==> src/rtl/tile_pkg.sv <==
// Shared state encoding, key-to-lane mapping and default sizing for the tile-scroller engine.
package tile_pkg;

    typedef enum logic [1:0] {
        IDLE = 2'd0,
        PLAY = 2'd1,
        MISS = 2'd2,
        OVER = 2'd3
    } game_state_t;

    // Physical key to lane mapping used by the keyboard front end
    localparam int unsigned LANE_D     = 0;
    localparam int unsigned LANE_F     = 1;
    localparam int unsigned LANE_SPACE = 2;
    localparam int unsigned LANE_J     = 3;
    localparam int unsigned LANE_K     = 4;

    localparam int unsigned DEF_NUM_LANES      = 5;
    localparam int unsigned DEF_NUM_ROWS       = 4;
    localparam int unsigned DEF_ROW_H          = 120;
    localparam int unsigned DEF_START_SPEED    = 1;
    localparam int unsigned DEF_SPEED_STEP     = 2;
    localparam int unsigned DEF_MAX_SPEED      = 12;
    localparam int unsigned DEF_ROWS_PER_LEVEL = 5;
    localparam int unsigned DEF_LIVES          = 3;
    localparam int unsigned DEF_MISS_FRAMES    = 30;
    localparam int unsigned DEF_BONUS          = 5;
    localparam int unsigned DEF_SCORE_W        = 10;

endpackage

==> src/rtl/tile_row_stack.sv <==
// Visible row stack: per row a one-hot lane, bonus flag and hit flag, plus the incoming row
// and its pending bonus bit. Row NUM_ROWS-1 is the judge row; shifting moves rows downward.
module tile_row_stack #(
    parameter int unsigned NUM_LANES = 5,
    parameter int unsigned NUM_ROWS  = 4
) (
    input  logic                          Clk,
    input  logic                          Reset,
    input  logic                          init,
    input  logic [NUM_LANES-1:0]          initLane,
    input  logic                          shift,
    input  logic [NUM_LANES-1:0]          newLane,
    input  logic                          newBonus,
    input  logic                          markHit,
    output logic [NUM_ROWS*NUM_LANES-1:0] laneRows,
    output logic [NUM_ROWS-1:0]           bonusRows,
    output logic [NUM_ROWS-1:0]           hitRows,
    output logic [NUM_LANES-1:0]          incoming
);

    localparam int unsigned STACK_W = NUM_ROWS * NUM_LANES;

    logic pendBonus;
    logic anyBonus_c;
    logic newPend_c;

    // Staircase start pattern: row r sits in lane (NUM_ROWS-1-r) mod NUM_LANES
    function automatic logic [STACK_W-1:0] defaultRows();
        logic [STACK_W-1:0] rows;
        rows = '0;
        for (int r = 0; r < int'(NUM_ROWS); r++) begin
            rows[r*int'(NUM_LANES) + (int'(NUM_ROWS) - 1 - r) % int'(NUM_LANES)] = 1'b1;
        end
        return rows;
    endfunction

    // Bonus flags that remain on screen after a shift: rows 0..NUM_ROWS-2 plus the pending row
    always_comb begin
        anyBonus_c = pendBonus;
        for (int r = 0; r < int'(NUM_ROWS) - 1; r++) begin
            anyBonus_c = anyBonus_c | bonusRows[r];
        end
    end

    assign newPend_c = newBonus & ~anyBonus_c;

    always_ff @(posedge Clk or negedge Reset) begin
        if (!Reset) begin
            laneRows  <= defaultRows();
            bonusRows <= '0;
            hitRows   <= '0;
            incoming  <= NUM_LANES'(1);
            pendBonus <= 1'b0;
        end else if (init) begin
            laneRows  <= defaultRows();
            bonusRows <= '0;
            hitRows   <= '0;
            incoming  <= initLane;
            pendBonus <= 1'b0;
        end else if (shift) begin
            laneRows  <= {laneRows[STACK_W-NUM_LANES-1:0], incoming};
            bonusRows <= {bonusRows[NUM_ROWS-2:0], pendBonus};
            hitRows   <= {hitRows[NUM_ROWS-2:0], 1'b0};
            incoming  <= newLane;
            pendBonus <= newPend_c;
        end else if (markHit) begin
            hitRows[NUM_ROWS-1] <= 1'b1;
        end
    end

endmodule

==> src/rtl/tile_lane_engine.sv <==
// Tile-scroller game-state engine: judging, scrolling, speed levels, score, lives and game FSM,
// advanced by a one-cycle frame_tick strobe in the Clk domain.
module tile_lane_engine
    import tile_pkg::*;
#(
    parameter int unsigned NUM_LANES      = DEF_NUM_LANES,
    parameter int unsigned NUM_ROWS       = DEF_NUM_ROWS,
    parameter int unsigned ROW_H          = DEF_ROW_H,
    parameter int unsigned START_SPEED    = DEF_START_SPEED,
    parameter int unsigned SPEED_STEP     = DEF_SPEED_STEP,
    parameter int unsigned MAX_SPEED      = DEF_MAX_SPEED,
    parameter int unsigned ROWS_PER_LEVEL = DEF_ROWS_PER_LEVEL,
    parameter int unsigned LIVES          = DEF_LIVES,
    parameter int unsigned MISS_FRAMES    = DEF_MISS_FRAMES,
    parameter int unsigned BONUS          = DEF_BONUS,
    parameter int unsigned SCORE_W        = DEF_SCORE_W
) (
    input  logic                            Clk,
    input  logic                            Reset,
    input  logic                            frame_tick,
    input  logic                            key_valid,
    input  logic [$clog2(NUM_LANES)-1:0]    key_lane,
    input  logic [7:0]                      rand_lane,
    input  logic                            rand_bonus,
    output logic [NUM_ROWS*NUM_LANES-1:0]   tile_rows,
    output logic [NUM_ROWS-1:0]             bonus_rows,
    output logic [NUM_ROWS-1:0]             hit_rows,
    output logic [NUM_LANES-1:0]            incoming,
    output logic [$clog2(ROW_H)-1:0]        scroll_off,
    output logic [3:0]                      speed,
    output logic [SCORE_W-1:0]              score,
    output logic [$clog2(LIVES+1)-1:0]      lives,
    output logic [1:0]                      state,
    output logic                            hit_pulse,
    output logic                            miss_pulse
);

    localparam int unsigned OFF_W     = $clog2(ROW_H);
    localparam int unsigned LIV_W     = $clog2(LIVES + 1);
    localparam int unsigned MT_W      = $clog2(MISS_FRAMES + 1);
    localparam int unsigned LVL_W     = $clog2(ROWS_PER_LEVEL + 1);
    localparam int unsigned SCORE_MAX = (1 << SCORE_W) - 1;

    game_state_t            gameState;
    logic [MT_W-1:0]        missTimer;
    logic [LVL_W-1:0]       levelCnt;

    logic [NUM_LANES-1:0]   judgeLane_c;
    logic [NUM_LANES-1:0]   keyOneHot_c;
    logic [NUM_LANES-1:0]   spawnLane_c;
    logic                   judgeHit_c;
    logic                   keyMatch_c;
    logic                   canJudge_c;
    logic                   hitNow_c;
    logic                   keyMiss_c;
    logic                   shift_c;
    logic                   escape_c;
    logic                   miss_c;
    logic                   markHit_c;
    logic                   init_c;
    logic [31:0]            sum_c;
    logic                   rowEnd_c;
    logic [31:0]            hitSum_c;
    logic [SCORE_W-1:0]     scoreHit_c;
    logic [SCORE_W-1:0]     scoreMiss_c;
    logic [31:0]            speedUp_c;
    logic [3:0]             speedNext_c;
    logic                   levelWrap_c;

    assign state = gameState;

    // Key judging against the pre-shift judge row
    assign judgeLane_c = tile_rows[(NUM_ROWS-1)*NUM_LANES +: NUM_LANES];
    assign judgeHit_c  = hit_rows[NUM_ROWS-1];
    assign keyOneHot_c = NUM_LANES'(1) << key_lane;
    assign keyMatch_c  = |(keyOneHot_c & judgeLane_c);
    assign canJudge_c  = key_valid & ~judgeHit_c;
    assign hitNow_c    = canJudge_c & keyMatch_c & ((gameState == IDLE) | (gameState == PLAY));
    assign keyMiss_c   = canJudge_c & ~keyMatch_c & (gameState == PLAY);

    // Scroll and shift; a row judged this cycle (hit or miss) cannot also escape
    assign sum_c    = 32'(scroll_off) + 32'(speed);
    assign rowEnd_c = (sum_c >= ROW_H);
    assign shift_c  = (gameState == PLAY) & frame_tick & rowEnd_c;
    assign escape_c = shift_c & ~judgeHit_c & ~hitNow_c & ~keyMiss_c;
    assign miss_c   = keyMiss_c | escape_c;
    assign markHit_c = hitNow_c | keyMiss_c;
    assign init_c   = (gameState == OVER) & key_valid;

    assign spawnLane_c = NUM_LANES'(1) << (32'(rand_lane) % NUM_LANES);

    // Saturating score arithmetic
    assign hitSum_c    = 32'(score) + 32'd1 + (bonus_rows[NUM_ROWS-1] ? 32'(BONUS) : 32'd0);
    assign scoreHit_c  = (hitSum_c > SCORE_MAX) ? SCORE_W'(SCORE_MAX) : SCORE_W'(hitSum_c);
    assign scoreMiss_c = (score == '0) ? '0 : score - SCORE_W'(1);

    assign speedUp_c   = 32'(speed) + 32'(SPEED_STEP);
    assign speedNext_c = (speedUp_c > MAX_SPEED) ? 4'(MAX_SPEED) : 4'(speedUp_c);
    assign levelWrap_c = (32'(levelCnt) + 32'd1 >= ROWS_PER_LEVEL);

    tile_row_stack #(
        .NUM_LANES (NUM_LANES),
        .NUM_ROWS  (NUM_ROWS)
    ) u_rowStack (
        .Clk       (Clk),
        .Reset     (Reset),
        .init      (init_c),
        .initLane  (spawnLane_c),
        .shift     (shift_c),
        .newLane   (spawnLane_c),
        .newBonus  (rand_bonus),
        .markHit   (markHit_c),
        .laneRows  (tile_rows),
        .bonusRows (bonus_rows),
        .hitRows   (hit_rows),
        .incoming  (incoming)
    );

    always_ff @(posedge Clk or negedge Reset) begin
        if (!Reset) begin
            gameState  <= IDLE;
            scroll_off <= '0;
            speed      <= 4'(START_SPEED);
            score      <= '0;
            lives      <= LIV_W'(LIVES);
            levelCnt   <= '0;
            missTimer  <= '0;
            hit_pulse  <= 1'b0;
            miss_pulse <= 1'b0;
        end else begin
            hit_pulse  <= hitNow_c;
            miss_pulse <= miss_c;
            unique case (gameState)
                IDLE: begin
                    if (hitNow_c) begin
                        score     <= scoreHit_c;
                        gameState <= PLAY;
                    end
                end
                PLAY: begin
                    if (hitNow_c) begin
                        score <= scoreHit_c;
                    end
                    if (frame_tick) begin
                        if (rowEnd_c) begin
                            scroll_off <= OFF_W'(sum_c - ROW_H);
                            if (levelWrap_c) begin
                                levelCnt <= '0;
                                speed    <= speedNext_c;
                            end else begin
                                levelCnt <= levelCnt + LVL_W'(1);
                            end
                        end else begin
                            scroll_off <= OFF_W'(sum_c);
                        end
                    end
                    if (miss_c) begin
                        score <= scoreMiss_c;
                        lives <= lives - LIV_W'(1);
                        if (lives <= LIV_W'(1)) begin
                            gameState <= OVER;
                        end else begin
                            gameState <= MISS;
                            missTimer <= MT_W'(MISS_FRAMES);
                        end
                    end
                end
                MISS: begin
                    // Frozen; only the freeze timer runs
                    if (frame_tick) begin
                        if (missTimer <= MT_W'(1)) begin
                            missTimer <= '0;
                            gameState <= PLAY;
                        end else begin
                            missTimer <= missTimer - MT_W'(1);
                        end
                    end
                end
                OVER: begin
                    if (key_valid) begin
                        gameState  <= IDLE;
                        scroll_off <= '0;
                        speed      <= 4'(START_SPEED);
                        score      <= '0;
                        lives      <= LIV_W'(LIVES);
                        levelCnt   <= '0;
                        missTimer  <= '0;
                    end
                end
            endcase
        end
    end

endmodule

==> config.mk <==
export PLATFORM = sky130hd
export DESIGN_NAME = tile_lane_engine
export DESIGN_NICKNAME = d
export VERILOG_FILES = /design/src/rtl/tile_pkg.sv /design/src/rtl/tile_row_stack.sv /design/src/rtl/tile_lane_engine.sv
export SDC_FILE = /design/constraint.sdc
export NUM_CORES = 1
export LEC_CHECK = 0
export ABC_AREA = 1
export CAP_MARGIN = 20
export CORE_MARGIN = 2
export CORE_UTILIZATION = 56
export CTS_CLUSTER_DIAMETER = 200
export DETAILED_ROUTE_END_ITERATION = 6
export PLACE_DENSITY = 0.85
export RECOVER_POWER = 25
export SLEW_MARGIN = 20
export SYNTH_ARGS = -nofsm -noshare
export SYNTH_HDL_FRONTEND = slang
export SYNTH_HIERARCHICAL = 1
export SYNTH_SLANG_ARGS = --single-unit
==> constraint.sdc <==
create_clock -name Clk -period 4.8 [get_ports Clk]
set_input_delay 0.96 -clock Clk [delete_from_list [all_inputs] [get_ports Clk]]
set_output_delay 0.96 -clock Clk [all_outputs]
set_load 0.005 [all_outputs]
==> results of run 1 <==
final cells by class:
type / instances / share of cell area (%)
clock inverter: 7 / 1.47
sequential: 66 / 24.4
multi-input combinational: 524 / 46.4
clock buffer: 9 / 1.82
tap: 111 / 2.04
timing repair buffer: 129 / 17.2
inverter: 118 / 6.72
worst register-to-register path, cell delays in order (launching register included):
cell and delay, ns:
dfrtp_1 0.42, ha_1 0.24, fa_1 0.38, nand2_1 0.09
inv_1 0.04, o21ai_0 0.20, nand2_1 0.08, nand2_1 0.09
nand2_1 0.09, nor3_1 0.25, nand2_1 0.08, nand2_1 0.15
inv_1 0.08, nor2_1 0.11, buf_4 0.17, nand3b_1 0.08
nand2_1 0.10, inv_1 0.11, nand2_1 0.16, nand2_1 0.11
nor4_2 0.57, mux2_2 0.41
cell families (layout without fill, tap and decap cells):
family / count (synthesis) / after routing
xor gates and xnor gates: 29 / 29
muxes: 1 / 1
and+or+nand+nor: 366 / 367
other: 1 / 3
AOI/OAI and AO/OA: 104 / 104
adders and majority gates: 20 / 20
DFF: 66 / 66
buffers and inverters: 131 / 263
cell usage after synthesis (7+ instances only):
cell type	count	area share, %
buf_6	7	1.5
nand3_2	17	3.3
nand4_1	20	2.4
nand2_1	169	12
inv_1	95	6.9
inv_2	16	1.2
nor3_1	12	1.2
o21ai_2	10	1.7
nand2_2	19	2.3
nor2_1	65	4.7
dfrtp_1	58	28
dfstp_2	8	4.1
ha_1	19	4.6
a21oi_1	18	1.7
o21ai_1	9	0.87
xor2_1	23	3.9
a22oi_1	7	1.0
o21ai_0	42	4.1
nand3_1	43	4.2
final timing paths:
path / from / endpoint / cells past startpoint / slack [ns]
min in group asynchronous: Reset / score[3]$_DFFE_PN0P_ / 1 / 1.12
max in group asynchronous: Reset / u_rowStack/laneRows[10]$_DFFE_PN0N_ / 2 / 1.30
worst min-delay path: u_rowStack/laneRows[3]$_DFFE_PN1N_ / u_rowStack/laneRows[3]$_DFFE_PN1N_ / 2 / 0.50
worst max register to register: scroll_off[0]$_DFFE_PN0P_ / missTimer[2]$_DFFE_PN0P_ / 21 / 0.69
worst min register to register: u_rowStack/laneRows[3]$_DFFE_PN1N_ / u_rowStack/laneRows[3]$_DFFE_PN1N_ / 2 / 0.50
worst max-delay path: rand_lane[7] / u_rowStack/incoming[4]$_DFFE_PN0N_ / 34 / 0.07
cells in the final DEF (no fill, tap or decap), types with 9 or more instances in the layout:
cell	count
a21oi_1	17
inv_2	19
nor2_2	10
nand2_2	27
clkdlybuf4s50_1	68
xor2_1	23
nand3_2	16
inv_1	92
nor2_1	56
nand3_1	40
nor3_1	12
o21ai_2	9
nand2_1	156
buf_4	54
dfrtp_1	58
clkbuf_8	9
o21ai_0	42
nand4_1	20
ha_1	18
metal layers:
layer,GRT usage (%),vias to the layer above,share of wire [%]
met2,50.1,245,52
met4,12.2,0,3.4
met5,0,-,0
met3,5.15,60,5.6
li1,-,2586,-
met1,33.5,2615,39
sequential cells by signal (all words and copies together), names as in the netlist:
| signal | cells |
|---|---|
| hit_pulse | 1 |
| levelCnt | 3 |
| lives | 2 |
| missTimer | 5 |
| miss_pulse | 1 |
| score | 10 |
| scroll_off | 7 |
| speed | 4 |
| state | 2 |
| u_rowStack/bonusRows | 4 |
| u_rowStack/hitRows | 1 |
| u_rowStack/incoming | 5 |
| u_rowStack/laneRows | 20 |
| u_rowStack/pendBonus | 1 |
power groups by stage:
stage	clock network [µW]	logic, µW	registers [µW]
2_1_floorplan	0	1200	894
3_3_place_gp	0	1760	926
3_5_place_dp	0	1860	937
4_1_cts	539	1910	928
5_1_grt	568	2260	957
6_report	535	2050	932
stage by stage:
step	utilization (%)	cell area (µm²)	total power, µW	hold slack [ns]	instances
2_1_floorplan	-	5170	2100	0.449	720
3_3_place_gp	69.1	6290	2680	0.465	939
3_5_place_dp	69.1	6290	2800	0.472	939
4_1_cts	72.5	6610	3380	0.493	960
5_1_grt	74.8	6810	3790	0.530	964
6_report	74.8	6810	3510	0.504	964
repair_timing:
item,in CTS,in global routing
gates resized for setup,13,40
buffers inserted,4,4
endpoints found under the setup margin,5,5
pin swaps,8,21
cloned,1,0
==> results.sh, run 1 <==
export IMPL_status="finished with violations"
export IMPL_violations="capacitance limit, slew limit"
export IMPL_multi_input_area_um2=3160
export IMPL_worst_setup_path_end_kind="flip-flop"
export IMPL_die_h_um=100
export IMPL_synthMuxAreaShare_pct=0.218
export IMPL_io_buffers=72
export IMPL_cts_hold_buf=0
export IMPL_clk_pin_slew_ns=0.09
export IMPL_final_antenna_net_count=0
export IMPL_intPower_uw=1920
export IMPL_layout_drive_gt1_share_pct=23.0
export IMPL_syn_area_um2=5160
export IMPL_placementRows=35
export IMPL_dieArea_um2=10000
export IMPL_synth_xor_area_share_pct=5.07
export IMPL_clock_skew_ns=0.0199
export IMPL_io_pins=76
export IMPL_drt_wl_total_um=14900
export IMPL_critPathMaxStageDelay_ns=0.26
export IMPL_synth_main_ff_cell="dfrtp_1"
export IMPL_cp_max_fo=6
export IMPL_place_congestion=0.985
export IMPL_dp_hpwl_um=10300
export IMPL_final_net_count=884
export IMPL_async_flop_share_pct=100
export IMPL_grt_pass1_wl_um=23300
export IMPL_finalSetupTns_ns=0
export IMPL_core_um2=9110
export IMPL_drc=0
export IMPL_root_buffer="clkbuf_8"
export IMPL_critPathKind="input pin to flip-flop"
export IMPL_grt_max_degree=35
export IMPL_power_density_nw_per_um2=516
export IMPL_fillers=643
export IMPL_drt_iter0_drc=441
export IMPL_cts_buffer_depth=2
export IMPL_seq_area_um2=1660
export IMPL_syn_to_final_growth_pct=32.0
export IMPL_drt_first_pass_iters=7
export IMPL_ys_seq_area_share_pct=32.2
export IMPL_min_period_over_period_pct=98.5
export IMPL_required_ns=5.08
export IMPL_max_cap_violations=2
export IMPL_htree_levels=3
export IMPL_cp_common_cell="nand2_1"
export IMPL_cts_sinks=66
export IMPL_cp_start_kind="input pin"
export IMPL_synth_fa_ha_area_share_pct=4.99
export IMPL_switchingPower_uw=1600
export IMPL_cp_arrival_ns=5.01
export IMPL_diodes=0
export IMPL_numCtsBuffers=9
export IMPL_worst_hold_path_type="flip-flop to flip-flop"
export IMPL_track_usage_pct=28.2
export IMPL_grt_antenna_before_repair=0
export IMPL_synth_simple_gate_area_share_pct=34.2
export IMPL_min_period_ns=4.73
export IMPL_grt_ovfl_total=0
export IMPL_p_sw_share_pct=45.4
export IMPL_ir_drop_mv=0.221
export IMPL_synth_top_family_by_area="simple AND/OR/NAND/NOR gates"
export IMPL_avgRoutedWirePerCell_um=15.4
export IMPL_synthCells=718
export IMPL_clock_latency_ns=0.34
export IMPL_fmax_mhz=212
export IMPL_crit_buf_inv=7
export IMPL_cts_tree="done"
export IMPL_place_ws_ns=-0.440
export IMPL_relSlewSlack_pct=-23.3
export IMPL_p_seq_share_pct=26.5
export IMPL_setup_viol=0
export IMPL_synth_cell_types=47
export IMPL_synth_compound_area_share_pct=12.2
export IMPL_power_frac_clock_pct=15.2
export IMPL_slowest_stage="clkdlybuf4s15_1"
export IMPL_vias=5506
export IMPL_synth_seq_cells=66
export IMPL_grt_pass1_vias=5492
export IMPL_combPwrFrac_pct=58.2
export IMPL_die_w_um=100
export IMPL_maxSlewViolCount=69
export IMPL_yosys_warnings=6
export IMPL_critical_path_top_delay_family="simple AND/OR/NAND/NOR gates"
export IMPL_synth_area_per_cell_um2=7.19
export IMPL_max_slew_worst_pin_slew_ns=1.85
export IMPL_finalHoldViolations=0
export IMPL_synth_edf_count=0
export IMPL_routed_via_density=5.71
export IMPL_p_leak_uw=0.00342
export IMPL_start_util_pct=56.7
export IMPL_worst_slack_ns=0.0725
(Power assumes the default switching activity.)
==> run 2, diff against run 1 <==
--- a/config.mk
+++ b/config.mk
@@ -8,11 +8,11 @@
 export ABC_AREA = 1
 export CAP_MARGIN = 20
 export CORE_MARGIN = 2
-export CORE_UTILIZATION = 56
+export CORE_UTILIZATION = 58
 export CTS_CLUSTER_DIAMETER = 200
 export DETAILED_ROUTE_END_ITERATION = 6
-export PLACE_DENSITY = 0.85
-export RECOVER_POWER = 25
+export PLACE_DENSITY = 0.88
+export RECOVER_POWER = 50
 export SLEW_MARGIN = 20
 export SYNTH_ARGS = -nofsm -noshare
 export SYNTH_HDL_FRONTEND = slang
==> constraint.sdc (replaced) <==
create_clock -name Clk -period 6.1 [get_ports Clk]
set_input_delay 1.22 -clock Clk [delete_from_list [all_inputs] [get_ports Clk]]
set_output_delay 1.22 -clock Clk [all_outputs]
set_load 0.005 [all_outputs]
==> run 2 against run 1 <==
  * The flow still finishes with violations (capacitance limit, slew limit)
  * Combinational power decreased by 33%
  * Utilization decreased by 3.9 points
  * Flip-flop and latch count unchanged
  * Critical path depth increased by 2
  * Global-route usage decreased by 1.8 points
  * Total power decreased by 28%
  * Critical endpoint is now u_rowStack/incoming[1]$_DFFE_PN0N_
==> results.sh, run 2 (synthesis results as in run 1) <==
export IMPL_status="finished with violations"
export IMPL_violations="capacitance limit, slew limit"
export IMPL_finalHoldViolations=0
export IMPL_final_net_count=829
export IMPL_worst_slack_ns=0.521
export IMPL_max_slew_worst_pin_slew_ns=3.49
export IMPL_place_ws_ns=0.257
export IMPL_cp_common_cell="nand2_1"
export IMPL_ctsResizeCount=0
export IMPL_ir_drop_mv=0.172
export IMPL_cp_arrival_ns=5.87
export IMPL_grt_setup_unrepaired="no"
export IMPL_p_leak_uw=0.00319
export IMPL_worst_hold_path_type="flip-flop to flip-flop"
export IMPL_grt_pass1_vias=4863
export IMPL_worst_setup_path_end_kind="flip-flop"
export IMPL_setup_viol=0
export IMPL_grt_max_degree=67
export IMPL_numCtsBuffers=9
export IMPL_io_buffers=72
export IMPL_cts_hold_buf=0
export IMPL_required_ns=6.39
export IMPL_cp_max_fo=13
export IMPL_grt_antenna_before_repair=0
export IMPL_finalSetupTns_ns=0
export IMPL_die_h_um=98.3
export IMPL_critPathMaxStageDelay_ns=0.57
export IMPL_grt_use_met1_pct=32.4
export IMPL_drc=0
export IMPL_dp_hpwl_um=9360
export IMPL_layout_drive_gt1_share_pct=13.8
export IMPL_largest_reg_flops=20
export IMPL_htree_levels=3
export IMPL_use_met2_pct=45.4
export IMPL_place_congestion=0.944
export IMPL_grt_pass1_wl_um=21400
export IMPL_cts_buffer_depth=2
export IMPL_root_buffer="clkbuf_8"
export IMPL_drt_iter0_drc=366
export IMPL_cts_sinks=66
export IMPL_io_pins=76
export IMPL_placementRows=34
export IMPL_clk_pin_slew_ns=0.08
export IMPL_final_cell_area_um2=6150
export IMPL_avgRoutedWirePerCell_um=13.7
export IMPL_cp_start_kind="input pin"
export IMPL_layout_commonest_cell="nand2_1"
export IMPL_syn_to_final_growth_pct=19.1
export IMPL_drt_first_pass_iters=5
export IMPL_core_um2=8680
export IMPL_power_density_nw_per_um2=411
export IMPL_max_cap_violations=1
export IMPL_maxSlewViolCount=67
export IMPL_clock_latency_ns=0.35
export IMPL_final_cell_mix="nand2_1, inv_1, nor2_1"
export IMPL_slowest_stage="clkdlybuf4s50_1"
export IMPL_dieArea_um2=9670
export IMPL_gr_usage_met3_pct=5.94
export IMPL_cts_setup_buffers=0
export IMPL_start_util_pct=59.5
export IMPL_drt_wl_total_um=12400
export IMPL_reg_top3="u_rowStack/laneRows (20), score (10), scroll_off (7)"
export IMPL_min_period_ns=5.58
export IMPL_busiest_layer="met2"
export IMPL_final_antenna_net_count=0
export IMPL_largest_register="u_rowStack/laneRows"
export IMPL_relSlewSlack_pct=-133
export IMPL_cts_tree="done"
export IMPL_clock_skew_ns=0.0171
export IMPL_dpl_cell_area_um2=5930
export IMPL_die_w_um=98.3
export IMPL_routed_via_density=5.56
export IMPL_critPathKind="input pin to flip-flop"
export IMPL_fmax_mhz=179
export IMPL_diodes=0
export IMPL_vias=5033
export IMPL_grt_ovfl_total=0
export IMPL_track_usage_pct=26.4
export IMPL_min_period_over_period_pct=91.5
[run 2: where the power goes]
part | internal (µW) | switching [µW] | leakage (µW)
Combinational | 569 | 809 | 0.00223
Clock | 234 | 185 | 0.000114
Sequential | 584 | 145 | 0.000846
Total | 1390 | 1140 | 0.00319
[run 2: cell type report]
class                      count  area (µm²)
fill                         681        2530
clock inverter                 7         100
inverter                     118         458
sequential                    66        1660
timing repair buffer          75         734
clock buffer                   9         124
multi-input combinational    523        2940
tap                          108         135
[run 2: layer usage]
| layer | wire length [µm] | part of all wire, % |
|---|---|---|
| met5 | 0 | 0 |
| met4 | 364 | 2.9 |
| met3 | 557 | 4.5 |
| met2 | 6360 | 51 |
| met1 | 5140 | 41 |
[run 2: through the flow]
stage                     instances  total power (µW)  utilization, %  hold WS [ns]
final                           906              2530            70.9         0.494
after global routing            906              2750            70.9         0.531
after CTS                       906              2540            70.9         0.496
after detailed placement        890              2100            68.3         0.482
after global placement          890              2020            68.3         0.465
after floorplan                 720              1650               -         0.449
[run 2: path summary, 6_finish.rpt]
kind | startpoint | to | slack (ns) | cells past startpoint
setup / recovery | rand_lane[6] | u_rowStack/incoming[1]$_DFFE_PN0N_ | 0.52 | 36
hold / removal | u_rowStack/laneRows[3]$_DFFE_PN1N_ | u_rowStack/laneRows[3]$_DFFE_PN1N_ | 0.49 | 2
setup reg to reg | scroll_off[0]$_DFFE_PN0P_ | missTimer[2]$_DFFE_PN0P_ | 2.02 | 21
hold reg to reg | u_rowStack/laneRows[3]$_DFFE_PN1N_ | u_rowStack/laneRows[3]$_DFFE_PN1N_ | 0.49 | 2
max in group asynchronous | Reset | missTimer[3]$_DFFE_PN0P_ | 1.99 | 2
min in group asynchronous | Reset | speed[3]$_DFFE_PN0P_ | 2.14 | 2
[run 2: worst max-delay path: cells and delay by family]
family | cells | cell delay [ns]
simple gates | 26 | 2.82
fa+ha+maj | 2 | 0.45
compound gates | 2 | 0.54
buf+inv | 6 | 0.85
==> run 3, diff against run 2 <==
--- a/config.mk
+++ b/config.mk
@@ -11,7 +11,7 @@
 export CORE_UTILIZATION = 58
 export CTS_CLUSTER_DIAMETER = 200
 export DETAILED_ROUTE_END_ITERATION = 6
-export PLACE_DENSITY = 0.88
+export PLACE_DENSITY = 0.85
 export RECOVER_POWER = 50
 export SLEW_MARGIN = 20
 export SYNTH_ARGS = -nofsm -noshare
==> run 3 against run 2 <==
  * The flow still finishes with violations (capacitance limit, slew limit)
  * Fmax up 0.93%
  * Largest power group unchanged
  * Cell count unchanged
  * Global-route usage shrank 0.33 points
  * Non-clock buffer count stayed put
  * Largest cell class unchanged
  * Setup slack improved by 0.051 ns
==> results.sh, run 3 (synthesis results as in run 1) <==
export IMPL_status="finished with violations"
export IMPL_violations="capacitance limit, slew limit"
export IMPL_clk_pin_slew_ns=0.08
export IMPL_io_buffers=72
export IMPL_io_pins=76
export IMPL_relSlewSlack_pct=-134
export IMPL_min_period_over_period_pct=90.6
export IMPL_critPathKind="input pin to flip-flop"
export IMPL_setup_viol=0
export IMPL_core_um2=8680
export IMPL_numCtsBuffers=9
export IMPL_max_slew_worst_pin_slew_ns=3.51
export IMPL_drt_wl_total_um=12400
export IMPL_finalSetupTns_ns=0
export IMPL_die_h_um=98.3
export IMPL_rrSetupSlack_ns=1.93
export IMPL_worst_setup_path_end_kind="flip-flop"
export IMPL_min_period_ns=5.53
export IMPL_worst_slack_ns=0.572
export IMPL_grt_ovfl_total=0
export IMPL_final_net_count=829
export IMPL_grt_max_degree=67
export IMPL_finalHoldViolations=0
export IMPL_layout_drive_gt1_share_pct=13.7
export IMPL_place_congestion=0.939
export IMPL_grt_pass1_vias=4777
export IMPL_largest_register="u_rowStack/laneRows"
export IMPL_worst_hold_path_type="flip-flop to flip-flop"
export IMPL_grt_antenna_before_repair=0
export IMPL_p_leak_uw=0.00317
export IMPL_syn_to_final_growth_pct=18.7
export IMPL_fmax_mhz=181
export IMPL_vias=4966
export IMPL_cts_buffer_depth=2
export IMPL_power_density_nw_per_um2=402
export IMPL_cp_arrival_ns=5.81
export IMPL_diodes=0
export IMPL_clock_latency_ns=0.34
export IMPL_hold_ws_ns=0.489
export IMPL_htree_levels=3
export IMPL_largest_reg_flops=20
export IMPL_drt_iter0_drc=303
export IMPL_cts_sinks=66
export IMPL_fin_util_pct=70.6
export IMPL_cp_max_fo=13
export IMPL_avgRoutedWirePerCell_um=13.7
export IMPL_crit_buf_inv=6
export IMPL_place_ws_ns=0.207
export IMPL_placementRows=34
export IMPL_layout_commonest_cell="nand2_1"
export IMPL_grt_setup_unrepaired="no"
export IMPL_grt_pass1_wl_um=21200
export IMPL_drc=0
export IMPL_dp_hpwl_um=9500
export IMPL_final_antenna_net_count=0
export IMPL_slowest_stage="clkdlybuf4s50_1"
export IMPL_cp_start_kind="input pin"
export IMPL_cts_tree="done"
export IMPL_root_buffer="clkbuf_8"
export IMPL_track_usage_pct=26.1
export IMPL_start_util_pct=59.5
export IMPL_die_w_um=98.3
export IMPL_power_total_uw=2460
export IMPL_dieArea_um2=9670
export IMPL_critPathMaxStageDelay_ns=0.56
export IMPL_final_cell_mix="nand2_1, inv_1, nor2_1"
export IMPL_cp_common_cell="nand2_1"
export IMPL_clock_skew_ns=0.0149
export IMPL_max_cap_violations=1
export IMPL_maxSlewViolCount=67
export IMPL_required_ns=6.38
export IMPL_routed_via_density=5.48
export IMPL_critical_path_top_delay_family="simple AND/OR/NAND/NOR gates"
export IMPL_cts_setup_buffers=0
export IMPL_reg_top3="u_rowStack/laneRows (20), score (10), scroll_off (7)"
export IMPL_drt_first_pass_iters=5
export IMPL_ir_drop_mv=0.157
[run 3: cell count changes in the layout (fill, tap and decap cells not counted)]
cell / delta
nand3_4: +1
clkinv_4: -1
o21bai_2: -1
o21bai_4: +1
inv_6: -2
bufinv_16: -1
clkinv_2: +3
clkbuf_1: +1
nand3_2: -1
[run 3: worst paths after layout]
check | startpoint | end | depth (start not counted)
max in group asynchronous | Reset | u_rowStack/laneRows[8]$_DFFE_PN0N_ | 2
hold reg to reg | u_rowStack/pendBonus$_DFFE_PN0N_ | u_rowStack/pendBonus$_DFFE_PN0N_ | 2
hold / removal | u_rowStack/pendBonus$_DFFE_PN0N_ | u_rowStack/pendBonus$_DFFE_PN0N_ | 2
setup / recovery | rand_lane[6] | u_rowStack/incoming[1]$_DFFE_PN0N_ | 38
setup reg to reg | scroll_off[0]$_DFFE_PN0P_ | missTimer[2]$_DFFE_PN0P_ | 21
min in group asynchronous | Reset | levelCnt[1]$_DFFE_PN0P_ | 2
[run 3: worst min-delay path: cells and delay by family, from the launching register on]
family	cells	cell delay [ns]
flip-flops	1	0.35
AND/OR/NAND/NOR	2	0.10
[run 3: report_power, final]
part           internal (µW)  total [µW]  switching [µW]  leakage (µW)
logic                    568        1370             805       0.00223
registers                584         727             143      0.000846
clock network            187         361             175     0.0000998
[run 3: stage by stage]
stage	instances	area, µm²
after global placement	890	5930
after global routing	906	6130
final	906	6130
after CTS	906	6120
after detailed placement	890	5930
after floorplan	720	5170
[run 3: metal layers]
metal  track usage (%)  wire length (µm)
met3              4.94               623
met1              33.6              5340
met2              44.8              6290
met4              7.69               173
met5                 0                 0
[run 3: layout make-up]
| class | instances | area, µm² |
|---|---|---|
| clock buffers | 10 | 128 |
| clock inverters | 6 | 58.8 |
| fillers | 726 | 2550 |
| inverters | 118 | 458 |
| multi-input cells | 523 | 2950 |
| flip-flops and latches | 66 | 1660 |
| well taps | 108 | 135 |
| repair buffers | 75 | 734 |
[run 3: repair_timing]
| item | 4_1_cts | 5_1_grt |
|---|---|---|
| hold buffers | 0 | 0 |
| setup endpoints to repair | 0 | 2 |
| gates resized for setup | 0 | 2 |
